**config.mk**
```make
export PLATFORM = sky130hd
export DESIGN_NAME = switches_to_leds_db
export DESIGN_NICKNAME = d
export VERILOG_FILES = /design/src/rtl/switches_to_leds_db.sv
export SDC_FILE = /design/constraint.sdc
export NUM_CORES = 1
export LEC_CHECK = 0
export BUFFER_PORTS_ARGS = -buffer_cell sky130_fd_sc_hd__clkbuf_2
export CELL_PAD_IN_SITES_DETAIL_PLACEMENT = 1
export CELL_PAD_IN_SITES_GLOBAL_PLACEMENT = 1
export CORE_ASPECT_RATIO = 1.25
export CORE_MARGIN = 3
export CORE_UTILIZATION = 45
export DETAILED_ROUTE_END_ITERATION = 16
export PLACE_DENSITY = 0.8
export SLEW_MARGIN = 20
export SYNTH_ARGS = -nofsm -noshare
export SYNTH_HDL_FRONTEND = slang
export SYNTH_SLANG_ARGS = --single-unit
```
**constraint.sdc**
```tcl
create_clock -name i_clk -period 4 [get_ports i_clk]
set_clock_uncertainty 0.2 [all_clocks]
set_input_delay 0.8 -clock i_clk [delete_from_list [all_inputs] [get_ports i_clk]]
set_output_delay 0.8 -clock i_clk [all_outputs]
set_load 0.01 [all_outputs]
```
**src/rtl/switches_to_leds_db.sv**
```systemverilog
// N-channel switch conditioner. Each channel has a synchroniser, a debouncer and
// rise/fall event pulses. The LEDs run in direct mode or toggle-on-press mode.
module switches_to_leds_db #(
  parameter int N               = 4,
  parameter int DEBOUNCE_CYCLES = 16,
  parameter int SYNC_STAGES     = 2
) (
  input  logic         i_clk,
  input  logic         i_rst,
  input  logic [N-1:0] i_switch,
  input  logic         i_mode,
  input  logic         i_clear,
  output logic [N-1:0] o_led,
  output logic [N-1:0] o_switch_db,
  output logic [N-1:0] o_rise,
  output logic [N-1:0] o_fall
);

  localparam int              CW      = $clog2(DEBOUNCE_CYCLES);
  localparam logic [CW-1:0]   CNT_MAX = CW'(DEBOUNCE_CYCLES - 1);

  genvar gi;
  generate
    for (gi = 0; gi < N; gi++) begin : g_chan
      logic [SYNC_STAGES-1:0] sync_reg;
      logic [CW-1:0]          cnt_reg;
      logic                   db_reg;
      logic                   db_d_reg;
      logic                   led_reg;
      logic                   led_next;
      logic                   sync;
      logic                   rise;
      logic                   fall;

      assign sync = sync_reg[SYNC_STAGES-1];
      assign rise = db_reg & ~db_d_reg;
      assign fall = ~db_reg & db_d_reg;

      always_ff @(posedge i_clk) begin
        if (i_rst) begin
          sync_reg <= '0;
        end else begin
          sync_reg <= {sync_reg[SYNC_STAGES-2:0], i_switch[gi]};
        end
      end

      // Any cycle where sync agrees with db discards the run, so a bounce restarts the timer.
      always_ff @(posedge i_clk) begin
        if (i_rst) begin
          cnt_reg  <= '0;
          db_reg   <= 1'b0;
          db_d_reg <= 1'b0;
        end else begin
          db_d_reg <= db_reg;
          if (sync == db_reg) begin
            cnt_reg <= '0;
          end else if (cnt_reg == CNT_MAX) begin
            db_reg  <= sync;
            cnt_reg <= '0;
          end else begin
            cnt_reg <= cnt_reg + CW'(1);
          end
        end
      end

      // Direct mode keeps the latch tracking db, so entering toggle mode starts glitch-free.
      always_comb begin
        led_next = led_reg;
        if (!i_mode) begin
          led_next = db_reg;
        end else if (i_clear) begin
          led_next = 1'b0;
        end else if (rise) begin
          led_next = ~led_reg;
        end
      end

      always_ff @(posedge i_clk) begin
        if (i_rst) begin
          led_reg <= 1'b0;
        end else begin
          led_reg <= led_next;
        end
      end

      assign o_led[gi]       = led_reg;
      assign o_switch_db[gi] = db_reg;
      assign o_rise[gi]      = rise;
      assign o_fall[gi]      = fall;
    end
  endgenerate

endmodule

```
======== Yosys cells after proc, flatten, opt, wreduce, memory -nomap -nowiden ========
Cells that the tools add are included.
cells by class
  add/sub/neg operators ................... 4
  equality and inequality tests ........... 12
  muxes and demuxes ....................... 12
  bitwise operators ....................... 24
  reductions and logical operators ........ 8
operators with widths
  cell                                            number
  adder 4 x 1 -> 4 bit (second input constant)    4
  == test 4 bit (second input constant)           4
  inverter 1 bit                                  16
  2-to-1 mux 1 bit                                12
  != test 3 x 1 -> 1 bit (second input constant)  4
  OR reduction 3 bit                              4
  bitwise AND 1 bit                               8
  AND reduction 2 bit                             4
  == test 1 bit                                   4
storage, ports and cells
  flip-flop bits (word level) ............. 36
  input port bits ......................... 8
  output and inout port bits .............. 16

======== Longest topological paths before layout ========
Gate-level depths: netlist (run 1).
  word-level depth ........................ 5
  mapped depth ............................ 4

======== Worst setup path before layout (run 1) ========
No wires, ideal clock.
  kind .................................... register -> output
  start ................................... register g_chan[0].db_reg
  end ..................................... output o_fall[0]
  arrival time ............................ 0.733 ns
  required time ........................... 3.000 ns
  setup slack ............................. 2.267 ns
  stages on the path, launching flop included .. 3
  path through ............................ dfxtp_1 and2b_1 buf_4
on the way
  longest elaborated chain between the ends .. 2
ends and longest elaborated chain
  what                    RTL line  source
  start, declared         27        logic db_reg;
  start signal, assigned  58        db_reg <= sync;
  inverter 1 bit          37        assign fall = ~db_reg & db_d_reg;
  bitwise AND 1 bit       37
  end, declared           16        output logic [N-1:0] o_fall
Every way passes these cells.

======== Worst setup path in the final report (run 1) ========
  start ................................... register g_chan[0].db_reg
  end ..................................... output o_rise[0]
on the way
  longest elaborated chain between the ends .. 1
ends and longest elaborated chain
  what               RTL line  source
  bitwise AND 1 bit  36        assign rise = db_reg & ~db_d_reg;
  end, declared      15        output logic [N-1:0] o_rise,
Every way passes these cells.

==> metrics.md, run 1 <==
| Metric | Value |
|---|---|
| FF+latch count, synth | 36 |
| RSZ-0062 raised after global routing | false |
| Final Max Tran Viols | 0 |
| Final Hold Viols | 0 |
| Worst-case clock buffer depth | 2 |
| Initial antenna violation count | 0 |
| Postcts setup bufs | 0 |
| GR Util met1 | roughly 17% |
| Largest register FFs | 16 |
| Final Hold Slack | 257 ps |
| Syn Nets | about 170 |
| Fillcell total | between 300 and 400 |
| Leading area contributor after synthesis | dfxtp_1 |
| WL/cell | around 13 um |
| Antenna-violating nets left | 0 |
| Status | complete, no violations |
| Synth warn | 0 |
| Num ports | 24 |
| Most frequent cells in the layout | dfxtp_1, nor2_1, clkbuf_2 |
| Post-DP HPWL | approximately 2000 um |
| Yosys cell types | 18 |
| Peak VDD IR | 0.227 mV |
| Cells after Synth | roughly 160 |
| CORE AREA | around 3100 um2 |
| First-pass GRT wire length | about 4800 um |
| Most common cell after layout, fill and taps aside | dfxtp_1 |
| Crit path time final | approximately 2200 ps |
| Worst-Margin Slew | 462 ps |
| Routability cong. | slightly below 0.7 |
| Initial Utilization | 49.1% |
| Share of the synthesized area in the top cell type | ~48% |
| Initial DRT Pass Iterations | 4 |
| TNS Setup | 0 ps |
| Routed Wire Length | about 2600 um |
| Die span in x | 57.9 um |
| CTS clk-pin slew, worst paths | between 100 and 150 ps |
| Crit. End Element | output pin |
| Fmax | between 400 and 500 MHz |
| Clk_lat worst skew | ~340 ps |
| Crit path cell chain | nor2b_1 -> clkbuf_2 |
| Gr busiest metal | met2 |
| DRC | 0 |
| Grt met2 use | about a quarter |
| Vias in the first global route | about 1,100 |
| Met3 usage | between 3 and 4% |
| Share of cells above drive strength 1 | between 20% and 30% |
| Die Span Y | roughly 71 um |
| Max H-tree Level | 2 |
| Routed vias/inst | between 5 and 6 |
| Total CTS buffers | 5 |
| Worst Setup Start Kind | flop |
| Slowest cell on the critical path | dfxtp_1 |
| Synth-to-layout area growth | 5.96% |
| Maxcap violations | 0 |
| Tcrit/Tclk final | 55.7% |
| Register area share after synthesis | roughly 48% |
| Antenna Cells | 0 |
| NumNets Final | about 180 |
| Sink Count | 36 |
| GRT Util Overall | 14.8% |
| Critical path peak fanout | 9 |
| Worst Setup Path Type | flop to output pin |
| Die outline area | approximately 4000 um2 |
| Global route overflow | 0 |
| Critical path arrival | ~1200 ps |
| Largest cells by area after synthesis | dfxtp_1, buf_4, nor2_1, nor2b_1, xnor2_1 |
| Rel. slew slack | between 60 and 70% |
| Root Buffer | clkbuf_4 |
| Pin count of the biggest net entering global routing | 25 |
| Final setup vio count | 0 |
| Synthesized cell area | 1510 um2 |
| CP required | roughly 3000 ps |
| Hold crit path type | flop to flop |
| Biggest cell delay along the critical path | just over 500 ps |
| Post-Synthesis Mean Instance Area | 9.76 um2 |
| Iteration-0 DRC Markers | 33 |
| Port buffer count | 23 |
| Cts hold-fix bufs | 0 |
| CTS tree | yes |
| Vias post-DR | 1,057 |
| Site row count | 22 |
| PD cells | 368 nW/um2 |
| Gates resized, CTS repair | 0 |
| Pleak | 0.000672 uW |
[cell families after synthesis]
family / Yosys count / synth area share [%]
and+or+nand+nor: 68 / 25.8
buffers and inverters: 23 / 9.68
muxes: 4 / 2.65
xor gates and xnor gates: 12 / 6.95
DFF: 36 / 47.6
adders and majority gates: 4 / 3.31
AOI/OAI and AO/OA: 8 / 3.97
[per-stage QoR]
stage                     power, uW  instances  util [%]  instance area (um2)  setup slack (ps)
after floorplan                 386        155         -                 1510              2270
after global placement          392        195      50.0                 1540              2030
after detailed placement        394        195      50.0                 1540              1990
after CTS                       596        203      52.0                 1600              1740
after global routing            616        203      52.0                 1600              1650
final                           589        203      52.0                 1600              1770
[synth_stat cells]
| library cell | instances |
|---|---|
| dfxtp_1 | 36 |
| nor2_1 | 28 |
| buf_4 | 16 |
| nor2b_1 | 16 |
| xnor2_1 | 8 |
| a31oi_1 | 4 |
| a32oi_1 | 4 |
| and2b_1 | 4 |
| and3_1 | 4 |
| ha_1 | 4 |
| inv_1 | 4 |
| mux2i_1 | 4 |
| nand3_1 | 4 |
| nand4b_1 | 4 |
| or2b_1 | 4 |
| or3_4 | 4 |
| xor2_1 | 4 |
| clkbuf_1 | 3 |
[layout make-up]
cell class | count | area (um2) | area share, %
timing repair buffer | 23 | 115 | 7.18
clock buffer | 6 | 51.3 | 3.20
inverter | 4 | 15.0 | 0.937
tap | 36 | 45.0 | 2.81
multi-input combinational | 96 | 646 | 40.3
clock inverter | 2 | 10.0 | 0.625
sequential | 36 | 721 | 45.0
[report_power, final]
| group | switching (uW) | internal (uW) |
|---|---|---|
| sequential | 2.50 | 363 |
| clock | 120 | 83.7 |
| combinational | 10.9 | 8.81 |
[worst max-delay path, delay by kind of cell (launching register included)]
family,cells,cell delay (ps)
buf+inv,1,160
simple gates,1,220
flops,1,510
[per-layer routing]
metal / part of all wire (%) / wire (um)
met1: 45 / 1180
met2: 49 / 1290
met3: 4.4 / 115
met4: 1.7 / 46
met5: 0 / 0
[final timing paths]
path                                   startpoint                               to  slack, ps  depth (start not counted)
hold reg to reg   g_chan[1].cnt_reg[0]$_SDFF_PP0_  g_chan[1].cnt_reg[0]$_SDFF_PP0_        260                          1
setup reg to reg  g_chan[0].cnt_reg[0]$_SDFF_PP0_  g_chan[0].cnt_reg[3]$_SDFF_PP0_       2440                          4
hold / removal    g_chan[1].cnt_reg[0]$_SDFF_PP0_  g_chan[1].cnt_reg[0]$_SDFF_PP0_        260                          1
setup / recovery    g_chan[0].db_reg$_SDFFE_PP0P_                        o_rise[0]       1770                          2
Note: power is estimated with default switching activity, not from simulation.
==> inputs of run 2 (changes only) <==
--- a/config.mk
+++ b/config.mk
@@ -10,9 +10,9 @@
 export CELL_PAD_IN_SITES_GLOBAL_PLACEMENT = 1
 export CORE_ASPECT_RATIO = 1.25
 export CORE_MARGIN = 3
-export CORE_UTILIZATION = 45
+export CORE_UTILIZATION = 38
 export DETAILED_ROUTE_END_ITERATION = 16
-export PLACE_DENSITY = 0.8
+export PLACE_DENSITY = 0.72
 export SLEW_MARGIN = 20
 export SYNTH_ARGS = -nofsm -noshare
 export SYNTH_HDL_FRONTEND = slang
==> constraint.sdc (replaced) <==
create_clock -name i_clk -period 1.9 [get_ports i_clk]
set_clock_uncertainty 0.2 [all_clocks]
set_input_delay 0.38 -clock i_clk [delete_from_list [all_inputs] [get_ports i_clk]]
set_output_delay 0.38 -clock i_clk [all_outputs]
set_load 0.01 [all_outputs]
==> metrics.md, run 2 (synthesis gave the netlist of run 1 again) <==
| Metric | Value |
|---|---|
| Final setup vio count | 0 (unchanged) |
| CTS tree | yes |
| RSZ-0062 raised after global routing | false |
| Num ports | 24 (unchanged) |
| Post-DP HPWL | 2170 um (+9.6%) |
| Die span in x | 62.4 um (+7.9%) |
| NumNets Final | 179 (+0.56%) |
| Switching Fraction | 20.8% (-1.8 points) |
| Comb power frac | 3.2% (about the same) |
| Tcrit/Tclk final | roughly 94% |
| Fmax | 562 MHz |
| Routed Wire Length | 2870 um (+9.1%) |
| Vias post-DR | 1,039 (-1.7%) |
| Share of cells above drive strength 1 | 21.0% (unchanged) |
| Crit path cell chain | nor2b_1 -> clkbuf_2 |
| Psw | 292 uW (+120%) |
| Post-Place Setup Slack | 367 ps (-1620 ps) |
| CORE AREA | 3820 um2 (+24%) |
| Initial DRT Pass Iterations | 3 (-1) |
| GRT Util Overall | 13.4% (-1.4 points) |
| Total CTS buffers | 5 (unchanged) |
| PD cells | 839 nW/um2 (+130%) |
| Sink Count | 36 (unchanged) |
| Slowest cell on the critical path | dfxtp_1 |
| Seq pwr share | 55.0% (-7.1 points) |
| Final Hold Slack | 105 ps (-152 ps) |
| Int Power | 1110 uW (+140%) |
| Worst Setup Start Kind | flop |
| Peak VDD IR | 0.522 mV (+130%) |
| Global route overflow | 0 (unchanged) |
| Met3 usage | 3.54% (-0.29 points) |
| Clk_lat worst skew | 290 ps (-50 ps) |
| Gr busiest metal | met2 |
| Critical path arrival | 1200 ps (-30 ps) |
| Final Hold Viols | 0 (unchanged) |
| Site row count | 25 (+14%) |
| Crit path time final | around 1800 ps |
| Pin count of the biggest net entering global routing | 15 (-40%) |
| Max H-tree Level | 2 (unchanged) |
| Initial antenna violation count | 0 (unchanged) |
| Die Span Y | 76.5 um (+8.1%) |
| Critical path peak fanout | 9 (unchanged) |
| Clock power frac | 41.8% (+7.2 points) |
| Worst Setup Path Type | flop to output pin |
| CP required | 1320 ps (-1680 ps) |
| Final Max Tran Viols | 0 (unchanged) |
| Maxcap violations | 0 (unchanged) |
| Synth-to-layout area growth | 10.3% |
| Routed vias/inst | 4.70 (-9.7%) |
| Reg2reg path depth | 4 (unchanged) |
| Crit. End Element | output pin |
| Final Non-Filler Cells | 221 (+8.9%) |
| Rel. slew slack | 78.7% (+9.6 points) |
| Postcts setup bufs | 0 (unchanged) |
| WL/cell | 13.0 um (+0.23%) |
| Status | complete, no violations |
| Vias in the first global route | 1,158 (+5.3%) |
| First-pass GRT wire length | 5050 um (+5.6%) |
| Antenna Cells | 0 (unchanged) |
| Port buffer count | 23 (unchanged) |
| Placed cells | 214 (+9.7%) |
| Iteration-0 DRC Markers | 8 (-76%) |
| TNS Setup | 0 ps (unchanged) |
| Most common cell after layout, fill and taps aside | dfxtp_1 |
| CTS clk-pin slew, worst paths | 70 ps (-40 ps) |
| Hold crit path type | input pin to flop |
| Die outline area | 4780 um2 (+17%) |
| Routability cong. | 0.694 (+3.0%) |
| Root Buffer | clkbuf_8 |
| Gates resized, CTS repair | 0 (unchanged) |
| Pleak | 0.000689 uW (+2.5%) |
| Largest register FFs | 16 (unchanged) |
| Grt met2 use | 26.0% (+1.2 points) |
| Worst-Margin Slew | 319 ps (-143 ps) |
| GR Util met1 | 12.3% (-5.0 points) |
| Antenna-violating nets left | 0 (unchanged) |
| Worst-case clock buffer depth | 2 (unchanged) |
| Most frequent cells in the layout | dfxtp_1, nor2_1, clkbuf_2 |
| Initial Utilization | 39.6% (-9.4 points) |
| Final WS setup | 121 ps (-1650 ps) |
| Biggest cell delay along the critical path | 490 ps (-20 ps) |
| DRC | 0 (unchanged) |
| Hold path cells | 2 (+1) |
| Cts hold-fix bufs | 0 (unchanged) |
[run 2: metal layers]
layer | up-vias | share of wire (%)
met5 | - | 0
met4 | 0 | 2.3
met3 | 8 | 3.9
met2 | 16 | 59
met1 | 497 | 35
li1 | 518 | -
[run 2: metrics by stage]
stage | instance area [um2] | total power, uW | util [%]
CTS | 1670 | 1410 | 43.7
global placement | 1570 | 829 | 41.2
floorplan | 1510 | 813 | -
finish | 1670 | 1400 | 43.7
detailed placement | 1570 | 832 | 41.2
global route | 1670 | 1460 | 43.7
[run 2: path summary, 6_finish.rpt]
| kind | start | slack [ps] | to |
|---|---|---|---|
| worst min register to register | g_chan[1].sync_reg[0]$_SDFF_PP0_ | 250 | g_chan[1].sync_reg[1]$_SDFF_PP0_ |
| worst min-delay path | i_switch[1] | 100 | g_chan[1].sync_reg[0]$_SDFF_PP0_ |
| worst max-delay path | g_chan[1].db_reg$_SDFFE_PP0P_ | 120 | o_rise[1] |
| worst max register to register | g_chan[0].cnt_reg[0]$_SDFF_PP0_ | 320 | g_chan[0].cnt_reg[2]$_SDFF_PP0_ |
[run 2: worst max-delay path, delay by kind of cell, from the launching register on]
| kind | cells | cell delay [ps] |
|---|---|---|
| buffers and inverters | 1 | 170 |
| flip-flops | 1 | 490 |
| AND/OR/NAND/NOR | 1 | 250 |
[run 2: area by class of cell]
cell class                 instances  area (um2)
fill                             466        2150
sequential                        36         721
multi-input combinational         96         646
timing repair buffer              24         123
clock buffer                       7        96.3
tap                               54        67.6
inverter                           4        15.0
[run 2: power groups by stage]
stage	sequential (uW)	combinational, uW	clock, uW
final	770	44.3	585
after global routing	770	51.1	636
after CTS	770	45.4	599
after detailed placement	787	45.0	0
after global placement	787	41.9	0
after floorplan	786	27.1	0
==> inputs of run 3 (changes only) <==
--- a/config.mk
+++ b/config.mk
@@ -10,9 +10,9 @@
 export CELL_PAD_IN_SITES_GLOBAL_PLACEMENT = 1
 export CORE_ASPECT_RATIO = 1.25
 export CORE_MARGIN = 3
-export CORE_UTILIZATION = 38
+export CORE_UTILIZATION = 42
 export DETAILED_ROUTE_END_ITERATION = 16
-export PLACE_DENSITY = 0.72
+export PLACE_DENSITY = 0.75
 export SLEW_MARGIN = 20
 export SYNTH_ARGS = -nofsm -noshare
 export SYNTH_HDL_FRONTEND = slang
==> constraint.sdc (replaced) <==
create_clock -name i_clk -period 1.99 [get_ports i_clk]
set_clock_uncertainty 0.2 [all_clocks]
set_input_delay 0.398 -clock i_clk [delete_from_list [all_inputs] [get_ports i_clk]]
set_output_delay 0.398 -clock i_clk [all_outputs]
set_load 0.01 [all_outputs]
==> metrics.md, run 3 (synthesis gave the netlist of run 1 again) <==
| Metric | Value |
|---|---|
| Crit. End Element | output pin |
| Tcrit/Tclk final | approximately 90% |
| WL/cell | 14.7 um (+13%) |
| Most frequent cells in the layout | dfxtp_1, nor2_1, clkbuf_2 |
| Hold crit path type | input pin to flop |
| Die outline area | 4360 um2 (-8.7%) |
| Post-Place Setup Slack | 401 ps (+33.4 ps) |
| Final Max Tran Viols | 0 (unchanged) |
| CTS tree | yes |
| Status | complete, no violations |
| Most common cell after layout, fill and taps aside | dfxtp_1 |
| Antenna-violating nets left | 0 (unchanged) |
| Routability cong. | 0.689 (-0.63%) |
| Sink Count | 36 (unchanged) |
| Vias post-DR | 1,047 (+0.77%) |
| Clk_lat worst skew | 290 ps (about the same) |
| Placed cells | 197 (-7.9%) |
| Die Span Y | 73.1 um (-4.5%) |
| TNS Setup | 0 ps (unchanged) |
| Fmax | 558 MHz |
| Maxcap violations | 0 (unchanged) |
| Routed vias/inst | 5.11 (+8.6%) |
| PD cells | 976 nW/um2 (+16%) |
| Num ports | 24 (unchanged) |
| Critical path peak fanout | 9 (unchanged) |
| Crit path time final | 1790 ps |
| Routed Wire Length | 3020 um (+5.1%) |
| CP required | 1390 ps (+70 ps) |
| Global route overflow | 0 (unchanged) |
| Final Hold Viols | 0 (unchanged) |
| Gates resized, CTS repair | 0 (unchanged) |
| Worst-Margin Slew | 299 ps (-20.5 ps) |
| Antenna Cells | 0 (unchanged) |
| Total CTS buffers | 5 (unchanged) |
| Max H-tree Level | 2 (unchanged) |
| Die span in x | 59.7 um (-4.4%) |
| NumNets Final | 179 (unchanged) |
| CORE AREA | 3340 um2 (-13%) |
| Port buffer count | 23 (unchanged) |
| Postcts setup bufs | 0 (unchanged) |
| Final WS setup | 199 ps (+77.9 ps) |
| Pleak | 0.000717 uW (+4.1%) |
| Rel. slew slack | 80.1% (+1.3 points) |
| Vias in the first global route | 1,156 (-0.17%) |
| Root Buffer | clkbuf_8 |
| Worst-case clock buffer depth | 2 (unchanged) |
| Pin count of the biggest net entering global routing | 15 (unchanged) |
| Share of cells above drive strength 1 | 21.4% (+0.47 points) |
| GRT Util Overall | 16.4% (+3.0 points) |
| First-pass GRT wire length | 5250 um (+4.0%) |
| Final Non-Filler Cells | 205 (-7.2%) |
| Initial DRT Pass Iterations | 4 (+1) |
| Initial Utilization | 45.3% (+5.7 points) |
| Synth-to-layout area growth | 13.0% |
| Critical path arrival | 1190 ps (about the same) |
| RSZ-0062 raised after global routing | false |
| Iteration-0 DRC Markers | 38 (+30) |
| Post-DP HPWL | 2280 um (+5.1%) |
| Worst Setup Start Kind | flop |
| Largest register FFs | 16 (unchanged) |
| Final setup vio count | 0 (unchanged) |
| Peak VDD IR | 0.903 mV (+73%) |
| Cts hold-fix bufs | 0 (unchanged) |
| DRC | 0 (unchanged) |
| Initial antenna violation count | 0 (unchanged) |
| Site row count | 23 (-8.0%) |
| Worst Setup Path Type | flop to output pin |
| CTS clk-pin slew, worst paths | 70 ps (about the same) |
## run 3: cell types whose count changed in the layout (fill, tap and decap cells not counted)
cell	previous run	this run
bufinv_16	0	3
clkbuf_8	7	5
## run 3: critical path: stages, from the launching register on
cell	delay (ps)
dfxtp_1	490
nor2b_1	240
clkbuf_2	170
## run 3: path summary, 6_finish.rpt
| check | start | to | slack [ps] | cells after the start |
|---|---|---|---|---|
| max | g_chan[3].db_reg$_SDFFE_PP0P_ | o_rise[3] | 200 | 2 |
| min | i_switch[1] | g_chan[1].sync_reg[0]$_SDFF_PP0_ | 130 | 2 |
| max reg2reg | g_chan[0].cnt_reg[0]$_SDFF_PP0_ | g_chan[0].cnt_reg[0]$_SDFF_PP0_ | 420 | 4 |
| min reg2reg | g_chan[1].sync_reg[0]$_SDFF_PP0_ | g_chan[1].sync_reg[1]$_SDFF_PP0_ | 240 | 1 |
## run 3: power breakdown
group | total [uW] | leakage [uW] | switching, uW | internal (uW)
clock network | 891 | 0.0000784 | 264 | 627
registers | 735 | 0.000292 | 5.20 | 730
logic | 42.6 | 0.000347 | 23.5 | 19.1
total | 1670 | 0.000717 | 292 | 1380
## run 3: layout make-up
class	instances	area [um2]
inverter	4	15.0
clock buffer	5	68.8
fill	381	1630
sequential	36	721
tap	37	46.3
clock inverter	3	90.1
multi-input combinational	96	646
timing repair buffer	24	123
## run 3: metrics by stage
step | cell area (um2) | utilization (%) | total power [uW] | hold WS, ps
2_1_floorplan | 1510 | - | 776 | 214
3_3_place_gp | 1550 | 46.4 | 791 | 220
3_5_place_dp | 1550 | 46.4 | 796 | 230
4_1_cts | 1710 | 51.2 | 1690 | 115
5_1_grt | 1710 | 51.2 | 1730 | 126
6_report | 1710 | 51.2 | 1670 | 127
## run 3: per-layer routing
metal / wire (um) / up-vias / global-route usage, %
li1: - / 520 / -
met2: 1650 / 21 / 28.7
met1: 1190 / 501 / 16.7
met5: 0 / - / 0
met4: 47 / 0 / 7.39
met3: 129 / 5 / 6.55
